===== src/rtl/dtm_dmi_master_pkg.sv =====
// Shared DMI definitions: operation codes, response/dmistat codes and master FSM states.
package dtm_dmi_master_pkg;

    localparam logic [1:0] DMI_OP_NOP   = 2'd0;
    localparam logic [1:0] DMI_OP_READ  = 2'd1;
    localparam logic [1:0] DMI_OP_WRITE = 2'd2;
    localparam logic [1:0] DMI_OP_RSVD  = 2'd3;

    localparam logic [1:0] DMI_STAT_OK     = 2'd0;
    localparam logic [1:0] DMI_STAT_FAILED = 2'd2;
    localparam logic [1:0] DMI_STAT_BUSY   = 2'd3;

    typedef enum logic [1:0] {
        ST_IDLE = 2'd0,
        ST_REQ  = 2'd1,
        ST_RESP = 2'd2
    } dmi_state_e;

    function automatic logic is_bus_op(input logic [1:0] op);
        return (op == DMI_OP_READ) || (op == DMI_OP_WRITE);
    endfunction

    // Any non-ok status other than busy (including the reserved code) is reported as failed.
    function automatic logic [1:0] resp_err_code(input logic [1:0] status);
        return (status == DMI_STAT_BUSY) ? DMI_STAT_BUSY : DMI_STAT_FAILED;
    endfunction

endpackage


===== src/rtl/dtm_dmi_master_if.sv =====
// DTM<->DM debug bus: request channel {data, addr, op} and response channel {status, rdata}.
interface dtm_dmi_master_if #(
    parameter int ABITS  = 7,
    parameter int DATA_W = 32
);
    logic                    dtm_req_valid;
    logic                    dtm_req_ready;
    logic [DATA_W+ABITS+1:0] dtm_req_bits;
    logic                    dm_resp_valid;
    logic                    dm_resp_ready;
    logic [DATA_W+1:0]       dm_resp_bits;

    modport master (
        output dtm_req_valid,
        output dtm_req_bits,
        input  dtm_req_ready,
        input  dm_resp_valid,
        input  dm_resp_bits,
        output dm_resp_ready
    );

    modport slave (
        input  dtm_req_valid,
        input  dtm_req_bits,
        output dtm_req_ready,
        output dm_resp_valid,
        output dm_resp_bits,
        input  dm_resp_ready
    );
endinterface


===== src/rtl/dtm_dmi_master_tmo_cnt.sv =====
// Saturating cycle counter for the outstanding DMI op; expire fires on the cycle whose
// increment would bring the count to MAX, so the op is abandoned after exactly MAX busy cycles.
module dmi_tmo_cnt #(
    parameter int MAX = 255
) (
    input  logic sys_clk,
    input  logic sys_rst,
    input  logic clr,
    input  logic en,
    output logic expire
);
    localparam int W = $clog2(MAX + 1);

    logic [W-1:0] cnt;

    always_ff @(posedge sys_clk) begin
        if (sys_rst || clr) begin
            cnt <= '0;
        end else if (en && (cnt != W'(MAX))) begin
            cnt <= cnt + 1'b1;
        end
    end

    assign expire = en && (cnt == W'(MAX - 1));

endmodule


===== src/rtl/dtm_dmi_master.sv =====
// DTM-side DMI initiator: turns one TAP dmi update into a single request/response exchange
// with the DM and holds read data plus sticky dmistat for the next DR capture.
module dtm_dmi_master
    import dtm_dmi_master_pkg::*;
#(
    parameter int ABITS   = 7,
    parameter int DATA_W  = 32,
    parameter int TMO_CYC = 255
) (
    input  logic              sys_clk,
    input  logic              sys_rst,
    input  logic              dmi_update,
    input  logic [1:0]        dmi_op_in,
    input  logic [ABITS-1:0]  dmi_addr_in,
    input  logic [DATA_W-1:0] dmi_data_in,
    input  logic              dmi_capture,
    input  logic              dmireset,
    input  logic              dmihardreset,
    dtm_dmi_master_if.master  dmi_bus,
    output logic [DATA_W-1:0] dmi_rdata,
    output logic [1:0]        dmistat,
    output logic              dmi_busy
);

    dmi_state_e        state_q;
    dmi_state_e        state_d;
    logic [1:0]        op_q;
    logic [ABITS-1:0]  addr_q;
    logic [DATA_W-1:0] data_q;
    logic              busy;
    logic              tmo_expire;
    logic              req_valid;
    logic              resp_ready;
    logic              accept;
    logic              load_rdata;
    logic              err_set;
    logic [1:0]        err_code;
    logic [1:0]        resp_status;

    assign busy        = (state_q != ST_IDLE);
    assign resp_status = dmi_bus.dm_resp_bits[DATA_W+1:DATA_W];

    dmi_tmo_cnt #(
        .MAX (TMO_CYC)
    ) u_tmo (
        .sys_clk (sys_clk),
        .sys_rst (sys_rst),
        .clr     (!busy),
        .en      (busy),
        .expire  (tmo_expire)
    );

    // Error priority within a cycle: timeout, then DM status, then TAP access while busy.
    always_comb begin
        state_d    = state_q;
        req_valid  = 1'b0;
        resp_ready = 1'b0;
        accept     = 1'b0;
        load_rdata = 1'b0;
        err_set    = 1'b0;
        err_code   = DMI_STAT_OK;
        case (state_q)
            ST_IDLE: begin
                if (dmi_update && is_bus_op(dmi_op_in) && (dmistat == DMI_STAT_OK)) begin
                    accept  = 1'b1;
                    state_d = ST_REQ;
                end
            end
            ST_REQ: begin
                req_valid = !tmo_expire;
                if (tmo_expire) begin
                    state_d  = ST_IDLE;
                    err_set  = 1'b1;
                    err_code = DMI_STAT_FAILED;
                end else if (dmi_bus.dtm_req_ready) begin
                    state_d = ST_RESP;
                end
            end
            ST_RESP: begin
                resp_ready = !tmo_expire;
                if (tmo_expire) begin
                    state_d  = ST_IDLE;
                    err_set  = 1'b1;
                    err_code = DMI_STAT_FAILED;
                end else if (dmi_bus.dm_resp_valid) begin
                    state_d = ST_IDLE;
                    if (resp_status == DMI_STAT_OK) begin
                        load_rdata = (op_q == DMI_OP_READ);
                    end else begin
                        err_set  = 1'b1;
                        err_code = resp_err_code(resp_status);
                    end
                end
            end
            default: state_d = ST_IDLE;
        endcase
        if (!err_set && busy && (dmi_update || dmi_capture)) begin
            err_set  = 1'b1;
            err_code = DMI_STAT_BUSY;
        end
        if (dmihardreset) begin
            state_d    = ST_IDLE;
            accept     = 1'b0;
            load_rdata = 1'b0;
        end
    end

    // A dmireset coinciding with a new error clears the old code and keeps the new one.
    always_ff @(posedge sys_clk) begin
        if (sys_rst) begin
            state_q   <= ST_IDLE;
            op_q      <= '0;
            addr_q    <= '0;
            data_q    <= '0;
            dmi_rdata <= '0;
            dmistat   <= DMI_STAT_OK;
        end else begin
            state_q <= state_d;
            if (accept) begin
                op_q   <= dmi_op_in;
                addr_q <= dmi_addr_in;
                data_q <= dmi_data_in;
            end
            if (load_rdata) begin
                dmi_rdata <= dmi_bus.dm_resp_bits[DATA_W-1:0];
            end
            if (dmihardreset) begin
                dmistat <= DMI_STAT_OK;
            end else if (err_set && ((dmistat == DMI_STAT_OK) || dmireset)) begin
                dmistat <= err_code;
            end else if (dmireset) begin
                dmistat <= DMI_STAT_OK;
            end
        end
    end

    assign dmi_bus.dtm_req_valid = req_valid;
    assign dmi_bus.dm_resp_ready = resp_ready;
    assign dmi_bus.dtm_req_bits  = {data_q, addr_q, op_q};
    assign dmi_busy              = busy;

endmodule

===== src/flat_wrapper.sv =====
// flat-port wrapper written by rule: the top's interface ports become plain ports
module dtm_dmi_master_flat import dtm_dmi_master_pkg::*;
#(
    parameter int ABITS   = 7,
    parameter int DATA_W  = 32,
    parameter int TMO_CYC = 255
)
  (sys_clk, sys_rst, dmi_update, dmi_op_in, dmi_addr_in, dmi_data_in, dmi_capture, dmireset, dmihardreset, dmi_rdata, dmistat, dmi_busy, dmi_bus_dtm_req_valid, dmi_bus_dtm_req_bits, dmi_bus_dtm_req_ready, dmi_bus_dm_resp_valid, dmi_bus_dm_resp_bits, dmi_bus_dm_resp_ready);
  dtm_dmi_master_if #(.ABITS(ABITS), .DATA_W(DATA_W)) dmi_bus_i ();
  input  logic sys_clk;
  input  logic sys_rst;
  input  logic dmi_update;
  input  logic [1:0] dmi_op_in;
  input  logic [ABITS-1:0] dmi_addr_in;
  input  logic [DATA_W-1:0] dmi_data_in;
  input  logic dmi_capture;
  input  logic dmireset;
  input  logic dmihardreset;
  output logic [DATA_W-1:0] dmi_rdata;
  output logic [1:0] dmistat;
  output logic dmi_busy;
  output wire logic [$bits(dmi_bus_i.dtm_req_valid)-1:0] dmi_bus_dtm_req_valid;
  output wire logic [$bits(dmi_bus_i.dtm_req_bits)-1:0] dmi_bus_dtm_req_bits;
  input wire logic [$bits(dmi_bus_i.dtm_req_ready)-1:0] dmi_bus_dtm_req_ready;
  input wire logic [$bits(dmi_bus_i.dm_resp_valid)-1:0] dmi_bus_dm_resp_valid;
  input wire logic [$bits(dmi_bus_i.dm_resp_bits)-1:0] dmi_bus_dm_resp_bits;
  output wire logic [$bits(dmi_bus_i.dm_resp_ready)-1:0] dmi_bus_dm_resp_ready;
  assign dmi_bus_dtm_req_valid = dmi_bus_i.dtm_req_valid;
  assign dmi_bus_dtm_req_bits = dmi_bus_i.dtm_req_bits;
  assign dmi_bus_i.dtm_req_ready = dmi_bus_dtm_req_ready;
  assign dmi_bus_i.dm_resp_valid = dmi_bus_dm_resp_valid;
  assign dmi_bus_i.dm_resp_bits = dmi_bus_dm_resp_bits;
  assign dmi_bus_dm_resp_ready = dmi_bus_i.dm_resp_ready;
  dtm_dmi_master #(.ABITS(ABITS), .DATA_W(DATA_W), .TMO_CYC(TMO_CYC)) u_core (.sys_clk(sys_clk), .sys_rst(sys_rst), .dmi_update(dmi_update), .dmi_op_in(dmi_op_in), .dmi_addr_in(dmi_addr_in), .dmi_data_in(dmi_data_in), .dmi_capture(dmi_capture), .dmireset(dmireset), .dmihardreset(dmihardreset), .dmi_bus(dmi_bus_i), .dmi_rdata(dmi_rdata), .dmistat(dmistat), .dmi_busy(dmi_busy));
endmodule

===== config.mk =====
export PLATFORM = sky130hd
export DESIGN_NAME = dtm_dmi_master_flat
export DESIGN_NICKNAME = d
export VERILOG_FILES = /design/src/rtl/dtm_dmi_master_pkg.sv /design/src/rtl/dtm_dmi_master_if.sv /design/src/rtl/dtm_dmi_master_tmo_cnt.sv /design/src/rtl/dtm_dmi_master.sv /design/src/flat_wrapper.sv
export SDC_FILE = /design/constraint.sdc
export NUM_CORES = 1
export LEC_CHECK = 0
export ABC_AREA = 1
export BUFFER_PORTS_ARGS = -buffer_cell sky130_fd_sc_hd__buf_2
export CAP_MARGIN = 20
export CORE_MARGIN = 8
export CORE_UTILIZATION = 46
export DETAILED_ROUTE_END_ITERATION = 10
export PLACE_DENSITY = 0.79
export SLEW_MARGIN = 0
export SYNTH_ARGS = -nofsm -noshare
export SYNTH_HDL_FRONTEND = slang
export SYNTH_SLANG_ARGS = --single-unit
export TNS_END_PERCENT = 30

===== constraint.sdc =====
create_clock -name sys_clk -period 1.7 [get_ports sys_clk]
set_input_delay 0.085 -clock sys_clk [delete_from_list [all_inputs] [get_ports sys_clk]]
set_output_delay 0.085 -clock sys_clk [all_outputs]
set_load 0.02 [all_outputs]

### Word level (Yosys, flattened, before mapping)

Cells that the tools add are included.

* output and inout port bits: 78
* bits in registers: 85
* word-level logic and storage cells: 71
* input bits: 83

* eq/ne operators: 11
* reduce and logical (&&, ||, !) cells: 21
* mux-type cells: 31
* add/subtract/negate cells: 1

Operators with widths (count)
* 2-to-1 mux 2 bit: 12
* 2-to-1 mux 1 bit: 16
* adder 8 x 1 -> 8 bit (second input constant): 1
* == test 8 bit (second input constant): 1
* != test 8 bit (second input constant): 1
* logical AND 1 bit: 7
* == test 2 x 1 -> 1 bit (second input constant): 3
* == test 2 bit (second input constant): 3
* logical NOT 2 bit: 3
* != test 3 x 2 -> 1 bit (second input constant): 2
* one-hot mux 2 bit (3 select lines): 1
* logical OR 1 bit: 4
* one-hot mux 2 bit (2 select lines): 1
* nonzero test 2 bit: 2
* logical NOT 1 bit: 3
* AND reduction 3 bit: 1
* != test 2 x 1 -> 1 bit (second input constant): 1
* one-hot mux 1 bit (2 select lines): 1
* OR reduction 2 bit: 1

### Depth between registers and ports, before layout

* depth in word-level cells: 11
* mapped depth: 12
* mapped depth without buffers: 12

### By module

From an unflattened synthesis, not the netlist that was laid out.

* cells, all modules: 446
* area total of the unflattened synthesis: 3467.1 um^2

By module, submodules not included
* dtm_dmi_master: area an instance 3010.4 um^2, instances 1, sequential area each 1541.5 um^2, cells each 381
* dmi_tmo_cnt: area an instance 456.7 um^2, instances 1, sequential area each 160.2 um^2, cells each 65

### Worst setup path before layout

Ideal clock, no wire load.

* path type: register to register
* from: register u_core.state_q[0]
* to: register u_core.dmi_rdata[13]
* path buffers: 1
* data required time: 1.582 ns
* arrival time: 1.561 ns
* slack: 0.021 ns
* period minus slack after synthesis: 1.679 ns
* setup time: 0.118 ns
* stages on the path, launching flop included: 11
* cell sequence: dfxtp_1 > inv_1 > ha_1 > inv_2 > nand2_2 > nor2_2 > a21oi_4 > nand2_4 > buf_6 > o21ai_1 > a21oi_2

* word-level cells in the longest chain between the ends: 5
* elaborated cells between the ends (all ways): 6
* those cells by class: 1 x eq/ne; 3 x mux; 2 x reduce/logical

RTL lines
* start: declaration: line dtm_dmi_master.sv:25 `dmi_state_e state_q;`
* start signal: assignment: line dtm_dmi_master.sv:118 `state_q <= state_d;`
* nonzero test 2 bit: line dtm_dmi_master.sv:40 `assign busy = (state_q != ST_IDLE);`
* net dmi_busy: line flat_wrapper.sv:21 `output logic dmi_busy;`
* logical AND 1 bit: line dtm_dmi_master_tmo_cnt.sv:24 `assign expire = en && (cnt == W'(MAX - 1));`
* 2-to-1 mux 1 bit: line dtm_dmi_master.sv:81 `if (tmo_expire) begin`
* 2-to-1 mux 1 bit: line dtm_dmi_master.sv:62 `case (state_q)`
* 2-to-1 mux 1 bit: line dtm_dmi_master.sv:101 `if (dmihardreset) begin`
* end signal: assignment: line dtm_dmi_master.sv:125 `dmi_rdata <= dmi_bus.dm_resp_bits[DATA_W-1:0];`
* end: declaration: line dtm_dmi_master.sv:20 `output logic [DATA_W-1:0] dmi_rdata,`

The timed path passes the listed nets, and every way through them passes these cells.
A chain may end at the register's enable or synchronous reset.

### Worst setup path in the final report

* from: register u_core.state_q[0]
* to: output port dmi_bus_dtm_req_valid

* word-level cells in the longest chain between the ends: 4
* elaborated cells between the ends (all ways): 5
* those cells by class: 1 x eq/ne; 1 x mux; 3 x reduce/logical

RTL lines
* nonzero test 2 bit: line dtm_dmi_master.sv:40
* logical AND 1 bit: line dtm_dmi_master_tmo_cnt.sv:24
* logical NOT 1 bit: line dtm_dmi_master.sv:70 `req_valid = !tmo_expire;`
* 2-to-1 mux 1 bit *: line dtm_dmi_master.sv:62
* end: declaration: line flat_wrapper.sv:22 `output wire logic [$bits(dmi_bus_i.dtm_req_valid)-1:0] dmi_bus_dtm_req_valid;`

Every way passes the cells marked *; elsewhere a longest branch is shown, timed or not.

==> key figures <==
Critical path
  • R2r setup slk: 0.12 ns
  • Crit path required time: between 1.5 and 2 ns
  • Reg2reg start: u_core.state_q[1]
  • Startpoint class of the critical path: flop
  • Critical path data arrival time: 1.51 ns
  • RR Endpoint: u_core.dmi_rdata[1]
  • CP Max Fanout: 4
  • Crit end category: output pin
  • WS Path Type: reg2out
  • Worst reg2reg path depth: 10

Floorplanning
  • Die width: 103 um
  • Chip Height: just over 100 um
  • Die ar.: 10600 um^2
  • Top-level I/O count: 161
  • Core Box Area: 7290 um^2
  • Row Count: 31
  • Effective utilization at floorplan: 47.6%

Flow run
  • Max cap viols: 0

CTS
  • CTS tree: built
  • Clk slew on worst S/H paths: around 0.09 ns
  • Total CTS buffers: 9
  • Deepest clock path buffer count: 2
  • Htree depth: 3
  • Root buf cell: clkbuf_8
  • Latest clock arrival within the worst-skew pair: roughly 0.34 ns
  • Clock sinks: 85

Global route
  • Largest net degree at the start of global routing: 83
  • Vias in the first global route: 3365
  • Global Route Usage Sum: 18.5%
  • Total grt overflow: 0
  • Initial antenna violation count: 0
  • First-pass GRT wire length: 15400 um

STA
  • Fin. Hold Viols: 0
  • Slew @ Worst Pin: between 0.2 and 0.3 ns
  • Fin Hold WS: between 0.02 and 0.025 ns
  • Final Max Tran Viols: 0
  • Setup Viol. Count Final: 0
  • Setup TNS: 0 ns
  • F_max: 626 MHz
  • Final Cycle Share: 94.0%
  • Clk_skew: 0.0149 ns
  • Min Clock Period, post-route: between 1.5 and 2 ns
  • Slew HR: 81.7%

Min path
  • Hold EP: u_core.dmi_rdata[30]
  • Hold Crit Start: dmi_bus_dm_resp_bits[30]
  • Hold path cells: 3
  • Tightest Hold Check Type: in2reg

Power and ir drop
  • PD cells: just under 900 nW/um^2
  • Worst VDD drop: 487 uV
  • P_leak: 2.19 nW

Detailed routing
  • Wire length per cell: between 10 and 15 um
  • Vias: 3443
  • Vias/cell: 4.78
  • Routed wire length: 10000 um
  • Residual DRC: 0
  • Drt pass-1 iters: 4
  • ANT nets after route: 0
  • Initial DRC count: 93

Finish
  • N_diodes: 0
  • Util after Layout: between 60% and 70%
  • Share of layout cells above drive strength 1: 35.5%
  • Nets@finish: 706
  • Area Overhead vs Synth: 38.8%
  • Post-route design area: 4820 um^2

Synthesis
  • Leading area contributor after synthesis: dfxtp_1
  • Async S/R FF share, synth: 0%
  • Synth top area cells: dfxtp_1, a21oi_1, inv_1
  • Top cells by count, synth: inv_1, dfxtp_1, a21oi_1, o21ai_0, nand2_1
  • EDFF count, synth: 0
  • Post-Synthesis Cell Area: 3470 um^2
  • Synth Flop Type: dfxtp_1
  • Most instantiated library cell after synthesis: inv_1
  • Synth Area per Inst: 7.91 um^2
  • Synth Net Count: 528
  • Sequential fraction of the synthesis area: 49.0%
  • Synth Register Bits: 85
  • Yosys warning count: 0
  • Cell variety after synth: 29
  • Yosys top cell area share: between 40% and 50%
  • Post-Syn Instances: about 440

Placement
  • Area after DPL: 4380 um^2
  • Post-DP HPWL: about 7400 um
  • GPL Wtd Cong: 0.858
  • # port buffers: 160

Run status
  • Outcome: finished clean
==> final cells by class <==
type                            count  area, um^2
Fill cell                         628        2470
Sequential cell                    85        1700
Multi-Input combinational cell    236        1300
Timing Repair Buffer              188        1110
Inverter                           97         364
Clock buffer                       11         151
Tap cell                           99         124
Clock inverter                      5        66.3
==> timing repair <==
| action | in CTS | in global routing |
|---|---|---|
| pin swaps | 1 | 1 |
| endpoints found under the setup margin | 2 | 17 |
| setup buffers | 2 | 2 |
| endpoints found under the hold margin | 16 | 0 |
| hold buffers | 16 | 0 |
| resized for setup | 6 | 8 |
==> how the worst max path moves through the flow <==
stage                             start                    end  slack, ns
floorplan             u_core.state_q[0]   u_core.dmi_rdata[13]       0.02
global placement      u_core.state_q[0]    u_core.dmi_rdata[0]       0.14
detailed placement    u_core.state_q[0]    u_core.dmi_rdata[1]     -0.007
CTS                   u_core.state_q[0]  dmi_bus_dtm_req_valid      0.009
global route        u_core.u_tmo.cnt[0]    u_core.dmi_rdata[1]    -0.0007
finish                u_core.state_q[0]  dmi_bus_dtm_req_valid       0.10
==> worst max-delay path, cell delays in order, from the launching register on <==
cell and delay [ns]:
dfxtp_2 0.35, inv_2 0.05, ha_2 0.18, inv_2 0.08, nand2_2 0.07, nor2_4 0.12, nand2_2 0.07, nand2_1 0.07
inv_2 0.05, buf_6 0.12
==> kinds of logic (layout without fill, tap and decap cells) <==
family / Yosys count / in the layout / synth area share (%)
AOI/OAI and AO/OA: 169 / 169 / 26.6
xor gates and xnor gates: 1 / 1 / 0.252
adders and majority gates: 6 / 6 / 2.16
buffers and inverters: 118 / 301 / 14.1
DFF: 85 / 85 / 49.0
and+or+nand+nor: 60 / 60 / 7.89
==> metrics by stage <==
| step | setup slack (ns) | power, mW | instances |
|---|---|---|---|
| 6_report | 0.102 | 4.17 | 721 |
| 5_1_grt | -0.000692 | 4.37 | 721 |
| 4_1_cts | 0.00859 | 4.21 | 719 |
| 3_5_place_dp | -0.00736 | 2.67 | 685 |
| 3_3_place_gp | 0.138 | 2.65 | 685 |
| 2_1_floorplan | 0.0208 | 2.43 | 439 |
==> registers in the layout (all words and copies together) (netlist names) <==
register and cells:
u_core.dmistat 2, u_core.state_q 2, u_core.dmi_rdata 32, u_core.data_q 32, u_core.addr_q 7, u_core.u_tmo.cnt 8
u_core.op_q 2
==> per-layer routing <==
layer | track usage [%] | vias to the layer above | routed length, um
li1 | - | 1761 | -
met1 | 19.5 | 1539 | 3670
met4 | 10.8 | 0 | 386
met2 | 32.3 | 115 | 5250
met5 | 0 | - | 0
met3 | 4.86 | 28 | 709
==> cell usage in the layout, fill, tap and decap left out, drive strengths merged <==
cell / Yosys / routed
xor2: 1 / 1
clkinvlp: 0 / 1
nand3: 9 / 9
nor2: 11 / 11
a31oi: 1 / 1
buf: 6 / 172
ha: 6 / 6
a21oi: 85 / 85
bufinv: 0 / 1
o21ai: 79 / 79
a21boi: 1 / 1
nand4: 3 / 3
nand2: 36 / 36
clkbuf: 15 / 11
inv: 96 / 99
nor3: 1 / 1
clkinv: 1 / 1
dfxtp: 85 / 85
o211ai: 1 / 1
o21bai: 1 / 1
o21a: 1 / 1
dlygate4sd3: 0 / 16
==> where the power goes <==
part | switching, mW | total (mW) | internal (mW) | leakage, nW
clock network | 0.727 | 1.51 | 0.778 | 0.108
registers | 0.0355 | 2.10 | 2.06 | 0.691
logic | 0.331 | 0.569 | 0.239 | 1.39
No activity file was read; power rests on OpenSTA's default activity.
